--- src/rtl/reg_file_bypass.sv ---
// ---------------------------------------------------------------------------
// reg_file_bypass
//   Multi-ported register file with a per-register busy scoreboard.
//   One write port, one reservation port, two combinational read ports.
//   Each read port forwards same-cycle write data, so a read sees the value
//   being written on the upcoming edge. Register 0 can be hard-wired to zero.
//
// Parameters
//   WIDTH    : data bits per register
//   ADDR_W   : register address bits (DEPTH = 2**ADDR_W)
//   ZERO_REG : 1 -> register 0 reads as zero and ignores writes/reservations
//
// Ports
//   clk       in   clock, all state updates on the rising edge
//   rst       in   synchronous active-high reset (clears data and busy bits)
//   WriteReg  in   write enable
//   DstReg    in   write address
//   DstData   in   write data
//   Reserve   in   set the busy bit of ResReg
//   ResReg    in   reservation address
//   SrcReg1/2 in   read addresses
//   SrcData1/2 out read data (bypassed)
//   Busy1/2   out  outstanding reservation on the addressed register
// ---------------------------------------------------------------------------
module reg_file_bypass #(
  parameter int WIDTH    = 16,
  parameter int ADDR_W   = 4,
  parameter int ZERO_REG = 1
) (
  input  logic              clk,
  input  logic              rst,
  input  logic              WriteReg,
  input  logic [ADDR_W-1:0] DstReg,
  input  logic [WIDTH-1:0]  DstData,
  input  logic              Reserve,
  input  logic [ADDR_W-1:0] ResReg,
  input  logic [ADDR_W-1:0] SrcReg1,
  input  logic [ADDR_W-1:0] SrcReg2,
  output logic [WIDTH-1:0]  SrcData1,
  output logic [WIDTH-1:0]  SrcData2,
  output logic              Busy1,
  output logic              Busy2
);

  localparam int DEPTH = 2 ** ADDR_W;

  logic [WIDTH-1:0]  r_regs [DEPTH];
  logic [DEPTH-1:0]  r_busy;

  logic              w_zero_en;
  logic              w_dst_ok;
  logic              w_res_ok;
  logic              w_wr_act;
  logic [ADDR_W-1:0] w_src  [2];
  logic [WIDTH-1:0]  w_data [2];
  logic              w_busy [2];

  assign w_zero_en = (ZERO_REG != 0);
  assign w_dst_ok  = !(w_zero_en && (DstReg == '0));
  assign w_res_ok  = !(w_zero_en && (ResReg == '0));
  // Writes and bypass are both suppressed while reset is asserted.
  assign w_wr_act  = WriteReg && !rst;

  always_ff @(posedge clk) begin
    if (rst) begin
      for (int i = 0; i < DEPTH; i++) begin
        r_regs[i] <= '0;
      end
      r_busy <= '0;
    end else begin
      if (WriteReg && w_dst_ok) begin
        r_regs[DstReg] <= DstData;
      end
      if (WriteReg) begin
        r_busy[DstReg] <= 1'b0;
      end
      // Placed after the clear so a same-cycle reservation on the written
      // register wins and the busy bit stays set.
      if (Reserve && w_res_ok) begin
        r_busy[ResReg] <= 1'b1;
      end
    end
  end

  assign w_src[0] = SrcReg1;
  assign w_src[1] = SrcReg2;

  always_comb begin
    for (int p = 0; p < 2; p++) begin
      w_data[p] = r_regs[w_src[p]];
      w_busy[p] = r_busy[w_src[p]];
      if (w_wr_act && (DstReg == w_src[p])) begin
        w_data[p] = DstData;
        // A completing write hides the busy bit unless the same register
        // is being re-reserved; the new reservation only shows next cycle.
        if (!(Reserve && (ResReg == w_src[p]))) begin
          w_busy[p] = 1'b0;
        end
      end
      if (w_zero_en && (w_src[p] == '0)) begin
        w_data[p] = '0;
        w_busy[p] = 1'b0;
      end
    end
  end

  assign SrcData1 = w_data[0];
  assign SrcData2 = w_data[1];
  assign Busy1    = w_busy[0];
  assign Busy2    = w_busy[1];

endmodule
--- config.mk ---
export PLATFORM = sky130hd
export DESIGN_NAME = reg_file_bypass
export DESIGN_NICKNAME = d
export VERILOG_FILES = /design/src/rtl/reg_file_bypass.sv
export SDC_FILE = /design/constraint.sdc
export NUM_CORES = 1
export LEC_CHECK = 0
export ABC_CLOCK_PERIOD_IN_PS = 2900
export CORE_MARGIN = 1
export CORE_UTILIZATION = 55
export CTS_CLUSTER_SIZE = 16
export DETAILED_ROUTE_END_ITERATION = 10
export PLACE_DENSITY = 0.8
export SLEW_MARGIN = 20
export SYNTH_ARGS = -nofsm -noshare
export SYNTH_HDL_FRONTEND = slang
export SYNTH_SLANG_ARGS = --single-unit
export TNS_END_PERCENT = 10
--- constraint.sdc ---
create_clock -name clk -period 2.9 [get_ports clk]
set_input_delay 0.58 -clock clk [delete_from_list [all_inputs] [get_ports clk]]
set_output_delay 0.58 -clock clk [all_outputs]
set_load 0.005 [all_outputs]
# Word level (Yosys, flattened, before mapping)

Memory sizes are Yosys's and may differ from the RTL's.
Cells that the tools add are included.
Widths: inputs -> output; s select.

Add/sub/neg operators: 0
$mul: 0
Div/mod/pow operators: 0
Magnitude comparators: 6
Eq/ne operators: 4
Shift-type cells: 0
Muxes and demuxes: 29
Bitwise gates (word level): 3
Reduce and logical (&&, ||, !) cells: 17

Operators with widths:

| operator           | number |
|---|---|
| $mux 16            | 8 |
| $lt 4x5->1 const B | 4 |
| $and 16x16->16     | 1 |
| $eq 4x4->1         | 4 |
| $logic_not 4->1    | 4 |
| $mux 1             | 16 |
| $not 16->16        | 1 |
| $or 16x16->16      | 1 |
| $reduce_or 16->1   | 1 |
| $logic_and 1x1->1  | 9 |
| $bmux 1 s4         | 2 |
| $demux 1 s4        | 2 |
| $ge 4x1->1 const B | 2 |
| $mux 4             | 1 |
| $logic_not 1->1    | 3 |

Register bits: 16
Latch bits: 0
Memory bits (writable): 256
ROM bits: 0
Input port bits: 36
Output and inout port bits: 34
Logic and storage cells: 61
Memories: 1

Memory list:

| name   | words | width | read ports | clocked after memory_dff | wr ports | RTL line | RTL |
|---|---|---|---|---|---|---|---|
| r_regs | 16    | 16    | 2          | 0                        | 16       | 47       | `logic [WIDTH-1:0] r_regs [DEPTH];` |

# Longest topological paths before layout

Gate-level depths: netlist (run 1).

Depth after elaboration: 10
Depth in mapped cells: 8
Depth with buffers taken out: 5

# Worst setup path before layout (run 1)

Ideal clock, no wire load.

Path type: input -> register
Start point: input port DstReg[2]
End point: memory r_regs[8][0] (enable)
Setup time: 0.417 ns
Arrival time: 2.303 ns
Required time: 2.483 ns
Slack: 0.180 ns
Stages on the path: 3
Path buffers: 1
Path through: buf_2 -> nand3b_1 -> o31ai_1

RTL lines:

| element         | RTL line | RTL |
|---|---|---|
| start, declared | 33       | `input logic [ADDR_W-1:0] DstReg,` |
| end, declared   | 47       |  |

==> reports/summary.txt, run 1 <==
Initial DRT Pass Iterations - 5
Worst-path clk slew - 60 ps
Antenna viol nets, final - 0
Vias after detailed routing - 11300
Hold-fix buffers, CTS - 0
DRT Wirelength - 46600 um
Max-slew violation count - 0
CP Capture Type - output port
Fin crit share - 103%
Total CTS buffers - 28
Post-synthesis sequential area ratio - 53.4%
Post-Synthesis Cells - 1169
CTS H-tree depth - 1
Total gr overflow - 0
Peak VDD IR - 436 uV
Yosys cell types - 43
Final Util - 70.5%
PwrDens - 507 nW/um2
Initial antenna violation count - 0
Sink Count - 272
Run status - finished, violations left
Nets - 1399
Fin. Hold Viols - 0
CTS tree - done
Mean Syn Cell Area - 12.8 um2
Worst-Skew Late Latency - 550 ps
Die Height - 167 um
Clock share of power - 34.8%
Final hold slack - 485 ps
Number of synthesized flops with an enable pin - 256
Pre-CTS setup slack - -707 ps
CTS max path bufs - 3
Flops & latches, synth - 272
Logic pwr share - 16.9%
Critical Path Sink - SrcData1[14]
DRC errors left - 0
I/O pins - 70
Crit. Startpoint - r_regs[15][14]
Initial Util - 55.8%
Setup_tns - -308 ps
Die ar. - 27900 um2
Vias/cell - 6.57
First-pass GRT wire length - 69800 um
FP Rows - 60
Worst Path Arrival - 2420 ps
Setup violators final - 5
Final setup margin - -97.9 ps
Layout area overhead - 26.4%
Slew HR - 26.7%
Netlist Area Pre-Place - 15000 um2
RePlAce Congestion - 0.992
Worst hold path type - reg -> reg
Die width - 167 um
Vias in the first global route - 11200
Layout cell share with drive strength beyond 1 - 29.2%
FF-to-FF End - r_busy[13]
DP Wirelength - 31600 um
Root Buffer - clkbuf_16
Net Sw Power - 0.00250 W
GRT Total Usage - 33.5%
Leakage - 7.17 nW
Post-layout min period - 3000 ps
Type of the worst setup path - reg -> out
1st-iter DRT viols - 1554
Sequential power share - 48.4%
Async S/R FF share, synth - 0%
Diode count - 0
CP Launch Type - flip-flop
Commonest non-fill, non-tap cells in the layout - edfxtp_1, and2_1, buf_4
CP required - 2320 ps
Unrepaired setup endpoints after global routing - yes
Fmax achieved - 334 MHz
Wire per inst - 27.1 um
FF-to-FF Start - r_busy[13]
Tot Pwr - 0.00961 W
Crit Path Max Fanout - 2
Internal - 0.00711 W
Ys Warns - 0
IO Port Bufs - 69
FF-to-FF setup slack - 2200 ps
Largest net degree at the start of global routing - 29
Worst-margin pin slew - 1100 ps
Ys flop type - edfxtp_1
Max-Cap Viols - 0
R2R cell count - 2
Skew final - 0 ps
Core Area - 26900 um2
Failing checks - negative setup slack
Switching portion of total power - 26.0%
Commonest non-fill, non-tap cell in the layout - edfxtp_1
sequential cells by signal, summed over array words and instances (netlist names):
register  flops
r_regs      256
r_busy       16
final cells by class:
type                            count  area (um2)
Clock buffer                       34         744
Clock inverter                     16        78.8
Fill cell                        1741        7920
Inverter                            8        30.0
Multi-Input combinational cell    797        6930
Sequential cell                   272        8010
Tap cell                          341         427
Timing Repair Buffer              256        2730
repair_timing:
action                     in CTS  in global routing
resized for setup             147                 53
setup endpoints to repair      34                 31
pin swaps                      16                 10
buffers inserted                3                  4
hold endpoints to repair        0                  0
gates cloned                    6                  1
how the worst min path moves through the flow:
| stage | to | slack (ps) | cells past startpoint | from |
|---|---|---|---|---|
| after floorplan | r_busy[3] | 440 | 2 | r_busy[3] |
| after global placement | r_busy[4] | 470 | 2 | r_busy[4] |
| after detailed placement | r_busy[4] | 470 | 2 | r_busy[4] |
| after CTS | r_busy[4] | 480 | 2 | r_busy[4] |
| after global routing | r_busy[0] | 490 | 1 | r_busy[0] |
| final | r_busy[4] | 480 | 2 | r_busy[4] |
Yosys cell counts (all sizes together), types with 3 or more instances:
| master | instances | area (um2) |
|---|---|---|
| and2 | 242 | 1510 |
| nand2 | 53 | 201 |
| mux4 | 71 | 1600 |
| a31oi | 32 | 200 |
| a21oi | 12 | 60.1 |
| o31ai | 3 | 22.5 |
| nor2 | 17 | 63.8 |
| nand3 | 10 | 55.1 |
| nor3 | 9 | 60.1 |
| o22ai | 67 | 419 |
| o21ai | 54 | 308 |
| xor2 | 12 | 105 |
| nand3b | 4 | 30.0 |
| edfxtp | 256 | 7690 |
| dfxtp | 16 | 320 |
| buf | 56 | 335 |
| inv | 7 | 26.3 |
| xnor2 | 4 | 35.0 |
| nand2b | 5 | 31.3 |
| clkbuf | 51 | 191 |
| mux2i | 130 | 1300 |
| nor2b | 6 | 37.5 |
| a211oi | 35 | 263 |
per-layer routing:
| metal | part of all wire (%) | vias to the layer above | GRT usage [%] |
|---|---|---|---|
| met3 | 12 | 125 | 5.11 |
| met1 | 38 | 5609 | 46.6 |
| met2 | 47 | 785 | 54.1 |
| met4 | 3.4 | 0 | 11.6 |
| li1 | - | 4814 | - |
| met5 | 0 | - | 0 |
kinds of logic after synthesis:
family | synth area share, %
simple gates | 13.9
flops | 53.4
compound gates | 8.55
mux | 19.5
buf+inv | 3.71
xor+xnor | 0.935
other cells | 0.0250
critical path, cell delays in order (launching register included):
cell,delay (ps)
edfxtp_1,420
mux4_2,490
mux2_4,290
a211oi_2,180
a21oi_1,90
buf_4,140
dlygate4sd2_1,260
power by group through the flow:
stage | Sequential, W | Combinational [W] | Clock, W
6_report | 0.00465 | 0.00162 | 0.00334
5_1_grt | 0.00467 | 0.00168 | 0.00350
4_1_cts | 0.00464 | 0.00155 | 0.00334
3_5_place_dp | 0.00472 | 0.00150 | 0
3_3_place_gp | 0.00469 | 0.00148 | 0
2_1_floorplan | 0.00468 | 0.000747 | 0
per-stage QoR:
step                      std cells  instance area, um2
final                          1724               19000
after global routing           1724               19000
after CTS                      1719               18800
after detailed placement       1662               17400
after global placement         1662               17400
after floorplan                1184               15000
Power figures use the tool's default switching activity.
==> inputs of run 2 (changes only) <==
CTS_CLUSTER_DIAMETER = 40   (was default)
==> run 2 against run 1 <==
Net effect:
- the flow still finishes with violations (negative setup slack)
- register-to-register slack hardly changed
- utilization is 0.99 points higher
- clock power up 35%
- worst hold slack is essentially flat
- die area unchanged
- critical endpoint is now SrcData1[13]
- largest power group unchanged
- highest routed layer unchanged
==> reports/summary.txt, run 2 (synthesis gave the netlist of run 1 again) <==
Run status - finished, violations left
Failing checks - negative setup slack
Fin crit share - 107%
Worst-Skew Late Latency - 520 ps
Nets - 1402
Max-slew violation count - 0
Layout area overhead - 28.2%
Post-layout min period - 3110 ps
Vias in the first global route - 11100
Skew final - 0 ps
Total gr overflow - 0
PwrDens - 560 nW/um2
Layout cell share with drive strength beyond 1 - 29.9%
DP Wirelength - 31600 um
DRC errors left - 0
Max layer used - met4
FF-to-FF Start - r_busy[10]
Wire per inst - 27.0 um
Max-Cap Viols - 0
DRT Wirelength - 46800 um
Initial antenna violation count - 1
Crit Path Max Fanout - 6
Sink Count - 272
FP Rows - 60
Worst-path clk slew - 60 ps
Peak VDD IR - 311 uV
Largest net degree at the start of global routing - 30
R2R cell count - 2
Hold Path Cell Cnt - 2
Fin. Hold Viols - 0
Setup violators final - 6
RePlAce Congestion - 0.992
M1 wire length - 18100 um
Hold-fix buffers, CTS - 0
CP Launch Type - primary input
FF/Latch Area - 8010 um2
Fillers - 1701
IO Port Bufs - 69
CP Capture Type - output port
Type of the worst setup path - in -> out
Worst-margin pin slew - 1080 ps
Vias after detailed routing - 11500
Final hold slack - 484 ps
Multi-input combinational cell area - 6890 um2
Biggest regs - r_regs x256, r_busy x16
Root Buffer - clkbuf_16
Commonest non-fill, non-tap cell in the layout - edfxtp_1
Most flop-heavy register - r_regs
Placed insts - 1662
Core Area - 26900 um2
Vias/cell - 6.60
Max reg flops - 256
Antenna viol nets, final - 0
Worst hold path type - reg -> reg
First-pass GRT wire length - 69000 um
Worst Path Arrival - 2530 ps
Initial Util - 55.8%
Unrepaired setup endpoints after global routing - yes
Total CTS buffers - 36
CTS H-tree depth - 2
FF-to-FF setup slack - 2210 ps
Non-filler cells, final - 1736
Hold endpoint - r_busy[4]
Fmax achieved - 321 MHz
CTS tree - done
Die Height - 167 um
CP required - 2320 ps
GRT Total Usage - 33.2%
Initial DRT Pass Iterations - 6
Final setup margin - -213 ps
Leakage - 7.33 nW
Min-delay src - r_busy[4]
Die ar. - 27900 um2
Commonest non-fill, non-tap cells in the layout - edfxtp_1, and2_1, buf_4
I/O pins - 70
Die width - 167 um
CTS max path bufs - 3
1st-iter DRT viols - 1736
Routed wl met3 - 5540 um
FF-to-FF End - r_busy[10]
Met2 wire length - 21800 um
Slew HR - 27.6%
Setup_tns - -397 ps
==> run 2: worst max-delay path, stage by stage <==
cell and delay (ps):
buf_4 160, buf_4 180, xor2_1 160, nor3_2 260, nand3_4 160, clkbuf_16 200, a31oi_1 180, buf_4 150
clkdlybuf4s50_1 490
==> run 2: final cells by class <==
| cell class | count | area share, % |
|---|---|---|
| inverter | 8 | 0.156 |
| clock buffer | 38 | 4.84 |
| sequential | 272 | 41.7 |
| antenna | 1 | 0.0130 |
| timing repair buffer | 251 | 13.7 |
| clock inverter | 28 | 1.52 |
| tap | 341 | 2.22 |
| multi-input combinational | 797 | 35.9 |
==> run 2: timing repair <==
action | 4_1_cts | 5_1_grt
pin swaps | 15 | 6
setup buffers | 1 | 3
gates resized for setup | 125 | 53
gates cloned | 2 | 3
setup endpoints to repair | 34 | 30
==> run 2: report_power, final <==
| group | switching, W | internal (W) | total (W) |
|---|---|---|---|
| clock network | 0.00185 | 0.00267 | 0.00452 |
| registers | 0.000126 | 0.00452 | 0.00465 |
| logic | 0.000842 | 0.000762 | 0.00160 |
| total | 0.00282 | 0.00795 | 0.0108 |
==> run 2: layer usage <==
layer  vias up  global-route usage (%)
li1       4823                       -
met1      5704                    46.0
met2       837                    52.2
met3        97                    7.11
met4         0                    11.7
met5         -                       0
==> run 2: how the worst max path moves through the flow <==
stage,start,endpoint,slack (ps),cells after the start
6_report,SrcReg1[0],SrcData1[13],-210,9
5_1_grt,SrcReg1[0],SrcData1[13],-280,9
4_1_cts,rst,SrcData1[4],-200,8
3_5_place_dp,SrcReg1[3],SrcData1[9],-710,7
3_3_place_gp,SrcReg1[3],SrcData1[9],-710,7
2_1_floorplan,DstReg[2],r_regs[8][0],180,3
==> run 2: per-stage QoR <==
step	cell area, um2	power (W)	setup WS [ps]	util (%)
4_1_cts	19000	0.0107	-197	70.5
2_1_floorplan	15000	0.00542	180	-
3_5_place_dp	17400	0.00621	-707	64.8
3_3_place_gp	17400	0.00618	-705	64.8
5_1_grt	19200	0.0110	-285	71.5
6_report	19200	0.0108	-213	71.5
